File: src/rtl/clk_gen_pkg.sv
// Shared definitions for the programmable clock divider.
//   WIDTH_MAX : largest supported counter width
//   mode_t    : output mode select; encoding 3 is unnamed and behaves as DIV_PULSE
package clk_gen_pkg;

    localparam int unsigned WIDTH_MAX = 16;

    typedef enum logic [1:0] {
        DIV_PULSE  = 2'd0,
        DIV_TOGGLE = 2'd1,
        PWM        = 2'd2
    } mode_t;

endpackage

File: src/rtl/prog_clk_divider_if.sv
// Control/status bundle of prog_clk_divider.
//   en, load, preset_val, duty_val, mode : driven by the controller (master)
//   cnt, co, sig_out                     : driven by the divider (slave)
interface prog_clk_divider_if #(
    parameter int unsigned WIDTH = 4
);

    logic             en;
    logic             load;
    logic [WIDTH-1:0] preset_val;
    logic [WIDTH-1:0] duty_val;
    logic [1:0]       mode;
    logic [WIDTH-1:0] cnt;
    logic             co;
    logic             sig_out;

    modport master (
        output en, load, preset_val, duty_val, mode,
        input  cnt, co, sig_out
    );

    modport slave (
        input  en, load, preset_val, duty_val, mode,
        output cnt, co, sig_out
    );

endinterface

File: src/rtl/load_counter.sv
// Up-counter with synchronous preset, enable and wrap-around reload.
//   clk, rst    : clock, asynchronous active-high reset
//   en, load    : count enable, synchronous preset strobe (load has priority)
//   preset_val  : start value on load and reload value at terminal count
//   cnt         : current count
//   base        : preset value captured by the most recent load/reload
//   co          : combinational carry-out, en & (cnt == all-ones)
module load_counter #(
    parameter int unsigned WIDTH = 4
) (
    input  logic             clk,
    input  logic             rst,
    input  logic             en,
    input  logic             load,
    input  logic [WIDTH-1:0] preset_val,
    output logic [WIDTH-1:0] cnt,
    output logic [WIDTH-1:0] base,
    output logic             co
);

    logic at_max;

    assign at_max = (cnt == '1);
    assign co     = en & at_max;

    always_ff @(posedge clk or posedge rst) begin
        if (rst) begin
            cnt  <= '0;
            base <= '0;
        end else if (load) begin
            cnt  <= preset_val;
            base <= preset_val;
        end else if (en) begin
            if (at_max) begin
                // Reload from the live preset; the period restarts here.
                cnt  <= preset_val;
                base <= preset_val;
            end else begin
                cnt <= cnt + WIDTH'(1);
            end
        end
    end

endmodule

File: src/rtl/prog_clk_divider.sv
// Programmable clock divider / PWM generator.
//   clk, rst : clock, asynchronous active-high reset
//   bus      : slave side of prog_clk_divider_if
//              en/load/preset_val/duty_val/mode in, cnt/co/sig_out out
// Divide ratio R = 2^WIDTH - preset_val. sig_out is a one-cycle pulse per
// period (DIV_PULSE), a 50% square wave of period 2R (DIV_TOGGLE), or a
// duty_val-cycle high pulse per period (PWM).
module prog_clk_divider
    import clk_gen_pkg::*;
#(
    parameter int unsigned WIDTH = 4
) (
    input  logic                  clk,
    input  logic                  rst,
    prog_clk_divider_if.slave     bus
);

    if (WIDTH < 2 || WIDTH > WIDTH_MAX) begin : g_width_check
        $error("prog_clk_divider: WIDTH out of range");
    end

    logic [WIDTH-1:0] base;
    logic [WIDTH-1:0] phase;
    logic             toggle_q;
    logic             sig_q;

    load_counter #(.WIDTH(WIDTH)) u_counter (
        .clk        (clk),
        .rst        (rst),
        .en         (bus.en),
        .load       (bus.load),
        .preset_val (bus.preset_val),
        .cnt        (bus.cnt),
        .base       (base),
        .co         (bus.co)
    );

    // Position within the current period, 0 .. R-1 (modulo 2^WIDTH).
    assign phase = bus.cnt - base;

    always_ff @(posedge clk or posedge rst) begin
        if (rst) begin
            toggle_q <= 1'b0;
            sig_q    <= 1'b0;
        end else if (bus.load) begin
            toggle_q <= 1'b0;
            sig_q    <= 1'b0;
        end else if (bus.en) begin
            toggle_q <= toggle_q ^ bus.co;
            case (bus.mode)
                DIV_TOGGLE: sig_q <= toggle_q ^ bus.co;  // track the new toggle value
                PWM:        sig_q <= (phase < bus.duty_val);
                default:    sig_q <= bus.co;
            endcase
        end else if (bus.mode != DIV_TOGGLE && bus.mode != PWM) begin
            // Pulse mode drops to 0 while idle; other modes hold.
            sig_q <= 1'b0;
        end
    end

    assign bus.sig_out = sig_q;

endmodule

File: src/flat_wrapper.sv
// flat-port wrapper written by rule: the top's interface ports become plain ports
module prog_clk_divider_flat import clk_gen_pkg::*;
#(
    parameter int unsigned WIDTH = 4
)
  (clk, rst, bus_en, bus_load, bus_preset_val, bus_duty_val, bus_mode, bus_cnt, bus_co, bus_sig_out);
  prog_clk_divider_if #(.WIDTH(WIDTH)) bus_i ();
  input  logic clk;
  input  logic rst;
  input wire logic [$bits(bus_i.en)-1:0] bus_en;
  input wire logic [$bits(bus_i.load)-1:0] bus_load;
  input wire logic [$bits(bus_i.preset_val)-1:0] bus_preset_val;
  input wire logic [$bits(bus_i.duty_val)-1:0] bus_duty_val;
  input wire logic [$bits(bus_i.mode)-1:0] bus_mode;
  output wire logic [$bits(bus_i.cnt)-1:0] bus_cnt;
  output wire logic [$bits(bus_i.co)-1:0] bus_co;
  output wire logic [$bits(bus_i.sig_out)-1:0] bus_sig_out;
  assign bus_i.en = bus_en;
  assign bus_i.load = bus_load;
  assign bus_i.preset_val = bus_preset_val;
  assign bus_i.duty_val = bus_duty_val;
  assign bus_i.mode = bus_mode;
  assign bus_cnt = bus_i.cnt;
  assign bus_co = bus_i.co;
  assign bus_sig_out = bus_i.sig_out;
  prog_clk_divider #(.WIDTH(WIDTH)) u_core (.clk(clk), .rst(rst), .bus(bus_i));
endmodule
File: config.mk
export PLATFORM = sky130hd
export DESIGN_NAME = prog_clk_divider_flat
export DESIGN_NICKNAME = d
export VERILOG_FILES = /design/src/rtl/clk_gen_pkg.sv /design/src/rtl/prog_clk_divider_if.sv /design/src/rtl/load_counter.sv /design/src/rtl/prog_clk_divider.sv /design/src/flat_wrapper.sv
export SDC_FILE = /design/constraint.sdc
export NUM_CORES = 1
export LEC_CHECK = 0
export BUFFER_PORTS_ARGS = -buffer_cell sky130_fd_sc_hd__buf_4
export CORE_AREA = 2 2 45 47
export CTS_BUF_LIST = sky130_fd_sc_hd__clkbuf_16
export DETAILED_ROUTE_END_ITERATION = 6
export DIE_AREA = 0 0 47 49
export PLACE_DENSITY_LB_ADDON = 0.15
export SLEW_MARGIN = 20
export SYNTH_ARGS = -nofsm -noshare
export SYNTH_HDL_FRONTEND = slang
export SYNTH_HIERARCHICAL = 1
export SYNTH_SLANG_ARGS = --single-unit
File: constraint.sdc
create_clock -name clk -period 3.7 [get_ports clk]
set_input_delay 0.555 -clock clk [delete_from_list [all_inputs] [get_ports clk]]
set_output_delay 0.555 -clock clk [all_outputs]
set_load 0.03 [all_outputs]
==> results.py, run 1 <==
metrics = {
    "outcome": {
        "run_status": "finished clean",
    },
    "detailed_routing": {
        "drtPass1Iterations": 4,
        "wl_mm": 1.63,
        "ant_nets": 0,
        "drt-initial-drc-count": 10,
        "drc": 0,
        "vias": 637,
        "avgViaCountPerCell": 4.94,
        "wire_per_inst_um": 12.6,
    },
    "worst_setup_path": {
        "cp_slowest_cell": "dfrtp_1",
        "cp_cell_sequence": "ha_1 > and4_2 > buf_4",
        "critPathLaunchType": "register",
        "endpoint": "bus_co",
        "worstPathRequired_ps": 3140,
        "reg2reg_to": "u_core/bus.sig_out$_DFFE_PP0P_",
        "criticalPathCategory": "register to primary output",
        "crit_buf_inv": 1,
        "arrival_ps": 1630,
        "endpoint_kind": "primary output",
        "crit_start": "u_core/u_counter/cnt[1]$_DFFE_PP0P_",
        "crit_cells": 3,
        "r2r_start": "u_core/u_counter/cnt[0]$_DFFE_PP0P_",
        "rr_worst_depth": 9,
        "path_delay_family": "flip-flops",
        "critPathMaxStageDelay_ps": 470,
        "critPathMaxFanout": 9,
        "r2r_setup_slack_ps": 1550,
    },
    "synth": {
        "seq_area_frac_synth_pct": 31.2,
        "syn_area_sq_um": 802,
        "synth_edf_count": 0,
        "synth_async_sr_flop_share_pct": 100,
        "synthDistinctLibCells": 33,
        "ys_warn_count": 6,
        "ys_ff_latch": 10,
        "syn_area_per_cell_sq_um": 9.66,
        "synth_cells": 83,
        "syn_nets": 107,
        "synth_flop_cell": "dfrtp_1",
    },
    "clock_tree": {
        "hold_buffers": 0,
        "cts_sinks": 10,
        "clock-root-buffer": "clkbuf_16",
        "post_cts_buffers": 0,
        "cts_resized": 0,
        "cts.htree.levels": 1,
        "clk_pin_slew_ps": 40,
        "worstSkewPairLatency_ps": 240,
        "cts_tree": "built",
        "clockBufferDepth": 2,
        "cts_buffers": 3,
    },
    "layout": {
        "drive_gt1_share_pct": 29.4,
        "syn2layout_area_growth_pct": 28.2,
        "diodes": 0,
        "stdcell_count": 129,
        "finalNetCount": 127,
    },
    "die": {
        "start_util_pct": 43.5,
        "rows": 16,
        "dieArea_sq_mm": 0.00230,
        "io_pins": 20,
        "die_h_um": 49,
        "fp.dieW_um": 47,
        "coreArea_sq_mm": 0.00184,
    },
    "global_routing": {
        "grt_first_pass_wirelength_mm": 2.98,
        "overflow": 0,
        "grt.total_usage_pct": 17.7,
        "grt_pass1_vias": 685,
        "grt_max_degree": 14,
        "antenna_found_initial": 0,
    },
    "timing": {
        "fin_hold_ws_ps": 191,
        "maxSlewViolCount": 0,
        "fin_setup_tns_ps": 0,
        "max_freq_mhz": 458,
        "slew_headroom_pct": 75.1,
        "period_share_pct": 59.0,
        "rsz0062_at_grt": "no",
        "setup_viol": 0,
        "skew_ps": 4.81,
        "hold_viol": 0,
        "tightest_slew_ps": 374,
        "period_needed_ps": 2180,
    },
    "pwr": {
        "netSwitchingPower_uw": 147,
        "seqPwrFrac_pct": 29.7,
        "totalPowerFinal_uw": 484,
        "p_leak_uw": 0.000497,
        "switching_share_pct": 30.4,
        "p_comb_share_pct": 31.0,
        "clkPwrFrac_pct": 39.3,
        "internal_power_uw": 337,
        "power_density_mw_per_mm2": 470,
        "vdd_drop_max_uv": 286,
    },
    "job": {
        "cap_violations": 0,
    },
    "place": {
        "port-buffer-count": 19,
        "gp_congestion": 0.749,
        "dpl.hpwl_mm": 1.27,
        "dpl.cell_count": 125,
    },
    "worst_hold_path": {
        "hp-class": "input port to asynchronous set/reset pin",
    },
}
registers in the layout, indices dropped and copies added (netlist names):
register	flops
u_core/u_counter/base	4
u_core/u_counter/cnt	4
u_core/bus.sig_out	1
u_core/toggle_q	1
worst reg2reg max path, cell delays in order (launching register included):
cell      delay [ps]
dfrtp_1          410
inv_1             70
ha_1             190
inv_1             80
fa_1             420
ha_1             280
a21boi_1         140
o211ai_1          90
a221oi_1         250
o21ai_0          100
worst min-delay path by stage:
stage / depth (start not counted) / slack [ps] / to
after CTS: 2 / 190 / u_core/toggle_q$_DFFE_PP0P_
after global routing: 2 / 200 / u_core/bus.sig_out$_DFFE_PP0P_
after detailed placement: 2 / 430 / u_core/toggle_q$_DFFE_PP0P_
after floorplan: 1 / 300 / u_core/bus.sig_out$_DFFE_PP0P_
after global placement: 2 / 430 / u_core/toggle_q$_DFFE_PP0P_
final: 2 / 190 / u_core/toggle_q$_DFFE_PP0P_
cells in the final DEF (no fill, tap or decap), drive strengths merged:
master and instances:
a21boi 1, clkbuf 3, dfrtp 10, clkinv 1, a211oi 1, buf 19, a31oi 1, o211ai 1
o31ai 1, nor2 3, fa 1, and3 1, or3 1, xor2 4, inv 13, a31o 1
or4b 1, nand3b 2, a21oi 4, a221oi 1, xnor2 2, nand2 3, nor3 3, mux2 4
a21o 1, nand4b 1, nand3 2, o32ai 1, and4 1, nand2b 1, ha 9, a41oi 1
o21ai 3
per-stage QoR:
stage                     area, sq um  setup slack [ps]  utilization (%)
after floorplan                   802              1460                -
after global placement            950              1550             51.6
after detailed placement          950              1510             51.6
after CTS                        1030              1500             55.8
after global routing             1030              1340             55.8
final                            1030              1520             55.8
cell families after synthesis:
| family | after synthesis | share of synthesized area [%] |
|---|---|---|
| multiplexers | 4 | 5.62 |
| XOR/XNOR | 6 | 6.55 |
| AO/OA/AOI/OAI | 17 | 16.5 |
| AND/OR/NAND/NOR | 19 | 13.9 |
| adder cells (fa/ha/maj) | 10 | 16.5 |
| flip-flops | 10 | 31.2 |
| buffers and inverters | 17 | 9.67 |
cell usage after synthesis, drive strengths merged, types with 2 or more instances:
cell type,instances,area (sq um)
ha,9,113
o21ai,3,15.0
nor2,3,11.3
nor3,3,15.0
mux2,4,45.0
nand2,3,11.3
xor2,4,35.0
dfrtp,10,250
buf,4,28.8
nand3,2,10.0
nand3b,2,15.0
xnor2,2,17.5
a21oi,4,20.0
inv,13,48.8
layer usage:
| layer | vias up | GRT usage [%] | share of wire (%) |
|---|---|---|---|
| met5 | - | 0 | 0 |
| met4 | 0 | 4.17 | 0 |
| met3 | 0 | 4.44 | 7.4 |
| met2 | 20 | 28.3 | 50 |
| met1 | 289 | 23.4 | 43 |
| li1 | 328 | - | - |
layout make-up:
type                       count  area (sq um)
inverter                      13          48.8
tap                           27          33.8
clock inverter                 1          3.75
fill                         183           813
clock buffer                   3          75.1
multi-input combinational     56           474
timing repair buffer          19           143
sequential                    10           250
power groups by stage:
stage / Clock (uW) / Sequential (uW) / Combinational, uW
after floorplan: 0 / 151 / 99.3
after global routing: 204 / 147 / 174
after global placement: 0 / 145 / 149
after CTS: 195 / 144 / 153
after detailed placement: 0 / 145 / 151
final: 190 / 143 / 150
No activity file was read; power rests on OpenSTA's default activity.
==> run 2, diff against run 1 <==
==> constraint.sdc (replaced) <==
create_clock -name clk -period 2 [get_ports clk]
set_input_delay 0.3 -clock clk [delete_from_list [all_inputs] [get_ports clk]]
set_output_delay 0.3 -clock clk [all_outputs]
set_load 0.03 [all_outputs]
==> run 2 against run 1 <==
Against the previous run:
- the flow now finishes with violations (negative setup slack)
- non-clock buffer count grew 8
- combinational power grew 130%
- wire length grew 3.6%
- first-iteration DRC count grew 40%
- sequential share of layout area shrank 1.4 points
- power grew 93%
- clock skew shrank 2.7 ps
==> results.py, run 2 (synthesis results as in run 1) <==
metrics = {
    "outcome": {
        "run_status": "complete, but fails checks",
        "violations": "negative setup slack",
    },
    "timing": {
        "setup_viol": 1,
        "maxSlewViolCount": 0,
        "hold_viol": 0,
        "slew_headroom_pct": 78.4,
        "period_needed_ps": 2050,
        "skew_ps": 2.07,
        "tightest_slew_ps": 324,
        "max_freq_mhz": 487,
        "period_share_pct": 103,
        "fin_hold_ws_ps": 307,
        "rsz0062_at_grt": "yes",
        "layout_setup_ws_ps": -52.5,
    },
    "global_routing": {
        "grt_first_pass_wirelength_mm": 2.94,
        "grt_max_degree": 14,
        "grt.total_usage_pct": 17.3,
        "overflow": 0,
        "grt_pass1_vias": 698,
        "antenna_found_initial": 0,
    },
    "place": {
        "dpl.cell_count": 132,
        "gp_congestion": 0.730,
        "port-buffer-count": 19,
        "dpl.hpwl_mm": 1.31,
    },
    "die": {
        "rows": 16,
        "die_h_um": 49,
        "dieArea_sq_mm": 0.00230,
        "fp.dieW_um": 47,
        "start_util_pct": 43.5,
        "coreArea_sq_mm": 0.00184,
        "io_pins": 20,
    },
    "detailed_routing": {
        "avgViaCountPerCell": 5.08,
        "wire_per_inst_um": 12.3,
        "drc": 0,
        "vias": 696,
        "wl_mm": 1.69,
        "drtPass1Iterations": 4,
        "ant_nets": 0,
        "drt-initial-drc-count": 14,
    },
    "layout": {
        "syn2layout_area_growth_pct": 36.7,
        "fin_util_pct": 59.5,
        "final_cell_mix": "buf_4 (26), inv_1 (12), ha_1 (9), dfrtp_1 (9)",
        "mostFrequentLayoutCell": "buf_4",
        "reg_top3": "u_core/u_counter/base (4), u_core/u_counter/cnt (4)",
        "finalNetCount": 135,
        "stdcell_count": 137,
        "diodes": 0,
        "drive_gt1_share_pct": 36.4,
    },
    "worst_setup_path": {
        "worstPathRequired_ps": 2110,
        "critPathLaunchType": "register",
        "endpoint_kind": "register",
        "critPathMaxFanout": 2,
        "arrival_ps": 2160,
        "criticalPathCategory": "register to register",
    },
    "pwr": {
        "p_leak_uw": 0.000534,
        "totalPowerFinal_uw": 934,
        "power_density_mw_per_mm2": 852,
        "vdd_drop_max_uv": 490,
    },
    "clock_tree": {
        "clock-root-buffer": "clkbuf_16",
        "cts.htree.levels": 1,
        "cts_tree": "built",
        "post_cts_buffers": 0,
        "cts_buffers": 3,
        "cts_sinks": 10,
        "clk_pin_slew_ps": 40,
        "worstSkewPairLatency_ps": 230,
        "clockBufferDepth": 2,
    },
    "worst_hold_path": {
        "hp-class": "input port to register",
    },
    "job": {
        "cap_violations": 0,
    },
}
## run 2: cell types whose count changed in the layout (fill, tap and decap cells not counted), sizes merged
cell / delta
buf: +7
dlygate4sd3: +1
## run 2: critical path: stages, from the launching register on
cell and delay [ps]:
dfrtp_2 400, inv_1 60, ha_1 150, inv_2 40, fa_1 440, ha_1 280
a21boi_2 130, o211ai_1 90, a221oi_1 260, o21ai_1 90
## run 2: layout make-up
| cell class | count | area [sq um] |
|---|---|---|
| well taps | 27 | 33.8 |
| multi-input cells | 56 | 478 |
| inverters | 13 | 48.8 |
| clock buffers | 3 | 75.1 |
| fillers | 161 | 746 |
| flip-flops and latches | 10 | 251 |
| clock inverters | 1 | 3.75 |
| repair buffers | 27 | 205 |
## run 2: final timing paths
check / from / endpoint / slack (ps) / cells past startpoint
worst max-delay path: u_core/u_counter/cnt[0]$_DFFE_PP0P_ / u_core/bus.sig_out$_DFFE_PP0P_ / -50 / 9
worst min-delay path: bus_preset_val[2] / u_core/u_counter/base[2]$_DFFE_PP0P_ / 310 / 2
worst max register to register: u_core/u_counter/cnt[0]$_DFFE_PP0P_ / u_core/bus.sig_out$_DFFE_PP0P_ / -50 / 9
worst min register to register: u_core/u_counter/base[1]$_DFFE_PP0P_ / u_core/u_counter/base[1]$_DFFE_PP0P_ / 500 / 1
max in group asynchronous: rst / u_core/u_counter/cnt[0]$_DFFE_PP0P_ / 1130 / 3
min in group asynchronous: rst / u_core/toggle_q$_DFFE_PP0P_ / 500 / 3
## run 2: metal layers
layer,track usage [%],routed length [um]
met1,23.2,737
met3,3.33,117
met2,27.4,826
met5,0,0
met4,5.56,7
## run 2: repair_timing
item | CTS | global route
gates resized for setup | 2 | 1
setup endpoints to repair | 1 | 1
hold endpoints to repair | 2 | 0
cloned | 0 | 0
hold buffers | 1 | 0
## run 2: stage by stage
| stage | setup TNS (ps) | worst slack (ps) | cell area, sq um |
|---|---|---|---|
| after floorplan | -136 | -136 | 803 |
| after global placement | -51.2 | -51.2 | 1000 |
| after detailed placement | -87.1 | -87.1 | 1000 |
| after CTS | -78.7 | -78.7 | 1100 |
| after global routing | -220 | -220 | 1100 |
| final | -52.5 | -52.5 | 1100 |
## run 2: power breakdown
part	switching [uW]	total (uW)	internal (uW)
registers	13.7	241	228
logic	176	340	164
clock network	90.7	353	262
==> run 3, diff against run 2 <==
--- a/config.mk
+++ b/config.mk
@@ -6,13 +6,14 @@
 export NUM_CORES = 1
 export LEC_CHECK = 0
 export BUFFER_PORTS_ARGS = -buffer_cell sky130_fd_sc_hd__buf_4
-export CORE_AREA = 2 2 45 47
+export CORE_AREA = 2 2 55 57
 export CTS_BUF_LIST = sky130_fd_sc_hd__clkbuf_16
 export DETAILED_ROUTE_END_ITERATION = 6
-export DIE_AREA = 0 0 47 49
+export DIE_AREA = 0 0 57 59
 export PLACE_DENSITY_LB_ADDON = 0.15
 export SLEW_MARGIN = 20
 export SYNTH_ARGS = -nofsm -noshare
 export SYNTH_HDL_FRONTEND = slang
 export SYNTH_HIERARCHICAL = 1
 export SYNTH_SLANG_ARGS = --single-unit
+export TNS_END_PERCENT = 5
==> run 3 against run 2 <==
Against the previous run:
- the flow still finishes with violations (negative setup slack)
- core utilization decreased by 18 points
- power grew 2.3%
- cell area grew 1.5%
- critical endpoint unchanged
- via count decreased by 1.6%
- clock power up 2%
- clock skew shrank 1.4 ps
- combinational power rose by 4%
- hold slack got worse by 1.2 ps
- critical path depth stayed put
- critical path type unchanged
- clock-buffer cell count is the same
==> results.py, run 3 (synthesis results as in run 1) <==
metrics = {
    "clock_tree": {
        "cts_buffers": 3,
        "worstSkewPairLatency_ps": 240,
        "clk_pin_slew_ps": 40,
        "clockBufferDepth": 2,
        "post_cts_buffers": 0,
        "cts.htree.levels": 1,
        "cts_sinks": 10,
        "cts_tree": "built",
        "clock-root-buffer": "clkbuf_16",
    },
    "detailed_routing": {
        "avgViaCountPerCell": 4.86,
        "ant_nets": 0,
        "wl_mm": 1.72,
        "drc": 0,
        "wire_per_inst_um": 12.2,
        "drt-initial-drc-count": 11,
        "drtPass1Iterations": 4,
        "vias": 685,
    },
    "global_routing": {
        "grt_pass1_vias": 657,
        "grt_max_degree": 14,
        "grt.total_usage_pct": 10.7,
        "antenna_found_initial": 0,
        "overflow": 0,
        "grt_first_pass_wirelength_mm": 2.82,
    },
    "worst_setup_path": {
        "crit_start": "u_core/u_counter/cnt[0]$_DFFE_PP0P_",
        "critPathMaxFanout": 2,
        "endpoint_kind": "register",
        "reg2reg_to": "u_core/bus.sig_out$_DFFE_PP0P_",
        "r2r_setup_slack_ps": -8,
        "critPathMaxStageDelay_ps": 430,
        "r2r_start": "u_core/u_counter/cnt[0]$_DFFE_PP0P_",
        "worstPathRequired_ps": 2120,
        "critPathLaunchType": "register",
        "cp_cell_sequence": "inv_2 > ha_1 > inv_1 > fa_1 > ha_1 > a21boi_2 > o211ai_1 > a221oi_2 > o21ai_1",
        "arrival_ps": 2130,
        "cp_slowest_cell": "fa_1",
        "rr_worst_depth": 9,
        "criticalPathCategory": "register to register",
        "path_common_cell": "ha_1",
    },
    "worst_hold_path": {
        "hold_end": "u_core/u_counter/base[3]$_DFFE_PP0P_",
        "min-delay-start": "bus_preset_val[3]",
        "hp-class": "input port to register",
        "whs_path_depth": 2,
    },
    "timing": {
        "slew_headroom_pct": 77.0,
        "skew_ps": 0.686,
        "period_needed_ps": 2010,
        "period_share_pct": 100,
        "max_freq_mhz": 498,
        "hold_viol": 0,
        "tightest_slew_ps": 344,
        "rsz0062_at_grt": "yes",
        "setup_viol": 1,
        "layout_setup_ws_ps": -8.03,
        "maxSlewViolCount": 0,
    },
    "pwr": {
        "internal_power_uw": 660,
        "netSwitchingPower_uw": 296,
        "totalPowerFinal_uw": 956,
        "p_leak_uw": 0.000536,
        "switching_share_pct": 31.0,
        "p_comb_share_pct": 37.1,
        "vdd_drop_max_uv": 609,
        "clkPwrFrac_pct": 37.7,
        "seqPwrFrac_pct": 25.2,
        "power_density_mw_per_mm2": 859,
    },
    "layout": {
        "drive_gt1_share_pct": 38.2,
        "syn2layout_area_growth_pct": 38.7,
        "reg_top3": "u_core/u_counter/base (4), u_core/u_counter/cnt (4)",
        "mostFrequentLayoutCell": "buf_4",
        "final_cell_area_sq_mm": 0.00111,
        "finalNetCount": 135,
        "final_cell_mix": "buf_4 (26), inv_1 (12), ha_1 (9), dfrtp_1 (9)",
        "diodes": 0,
    },
    "die": {
        "dieArea_sq_mm": 0.00336,
        "die_h_um": 59,
        "coreArea_sq_mm": 0.00271,
        "fp.dieW_um": 57,
        "start_util_pct": 29.6,
        "io_pins": 20,
        "rows": 19,
    },
    "outcome": {
        "run_status": "complete, but fails checks",
        "violations": "negative setup slack",
    },
    "place": {
        "dpl.hpwl_mm": 1.36,
        "port-buffer-count": 19,
        "gp_congestion": 0.728,
        "postPlaceCellArea_sq_mm": 0.00101,
    },
    "job": {
        "cap_violations": 0,
    },
}
run 3: how the worst max path moves through the flow:
| stage | to | slack [ps] | depth (start not counted) |
|---|---|---|---|
| 2_1_floorplan | u_core/bus.sig_out$_DFFE_PP0P_ | -140 | 9 |
| 3_3_place_gp | u_core/bus.sig_out$_DFFE_PP0P_ | -60 | 9 |
| 3_5_place_dp | u_core/bus.sig_out$_DFFE_PP0P_ | -80 | 9 |
| 4_1_cts | u_core/bus.sig_out$_DFFE_PP0P_ | -60 | 9 |
| 5_1_grt | u_core/bus.sig_out$_DFFE_PP0P_ | -170 | 9 |
| 6_report | u_core/bus.sig_out$_DFFE_PP0P_ | -8 | 9 |
run 3: cell type report:
cell class                 count  area, sq um
inverter                      13         48.8
fill                         282         1600
timing repair buffer          27          205
sequential                    10          251
multi-input combinational     56          489
clock inverter                 1         3.75
clock buffer                   3         75.1
tap                           31         38.8
run 3: stage by stage:
step | std cells | setup TNS, ps | setup WS [ps] | util [%] | hold slack [ps]
after global placement | 136 | -61.7 | -61.7 | 37.2 | 176
after global routing | 141 | -172 | -172 | 41.0 | 306
after floorplan | 83 | -136 | -136 | - | 41.2
after CTS | 141 | -55.2 | -55.2 | 40.6 | 304
final | 141 | -8.03 | -8.03 | 41.0 | 306
after detailed placement | 136 | -77.6 | -77.6 | 37.2 | 183
run 3: critical path, delay by kind of cell, from the launching register on:
kind / cells / cell delay [ps]
adder cells (fa/ha/maj): 3 / 830
flip-flops: 1 / 400
AO/OA/AOI/OAI: 4 / 550
buffers and inverters: 2 / 100
run 3: routing by layer:
layer | GRT usage [%] | up-vias | wire [um]
met1 | 14.6 | 319 | 833
met4 | 5.65 | 0 | 33
li1 | - | 345 | -
met3 | 2.62 | 4 | 96
met2 | 15.8 | 17 | 756
met5 | 0 | - | 0
run 3: power groups by stage:
stage               logic, uW  registers, uW  clock network [uW]
floorplan                 184            281                   0
global placement          339            243                   0
detailed placement        339            244                   0
CTS                       346            241                 367
global route              399            245                 376
finish                    355            241                 360
run 3: what timing repair did:
item | CTS | global route
gates resized for setup | 2 | 3
setup endpoints to repair | 1 | 1
hold buffers | 1 | 0
endpoints found under the hold margin | 2 | 0
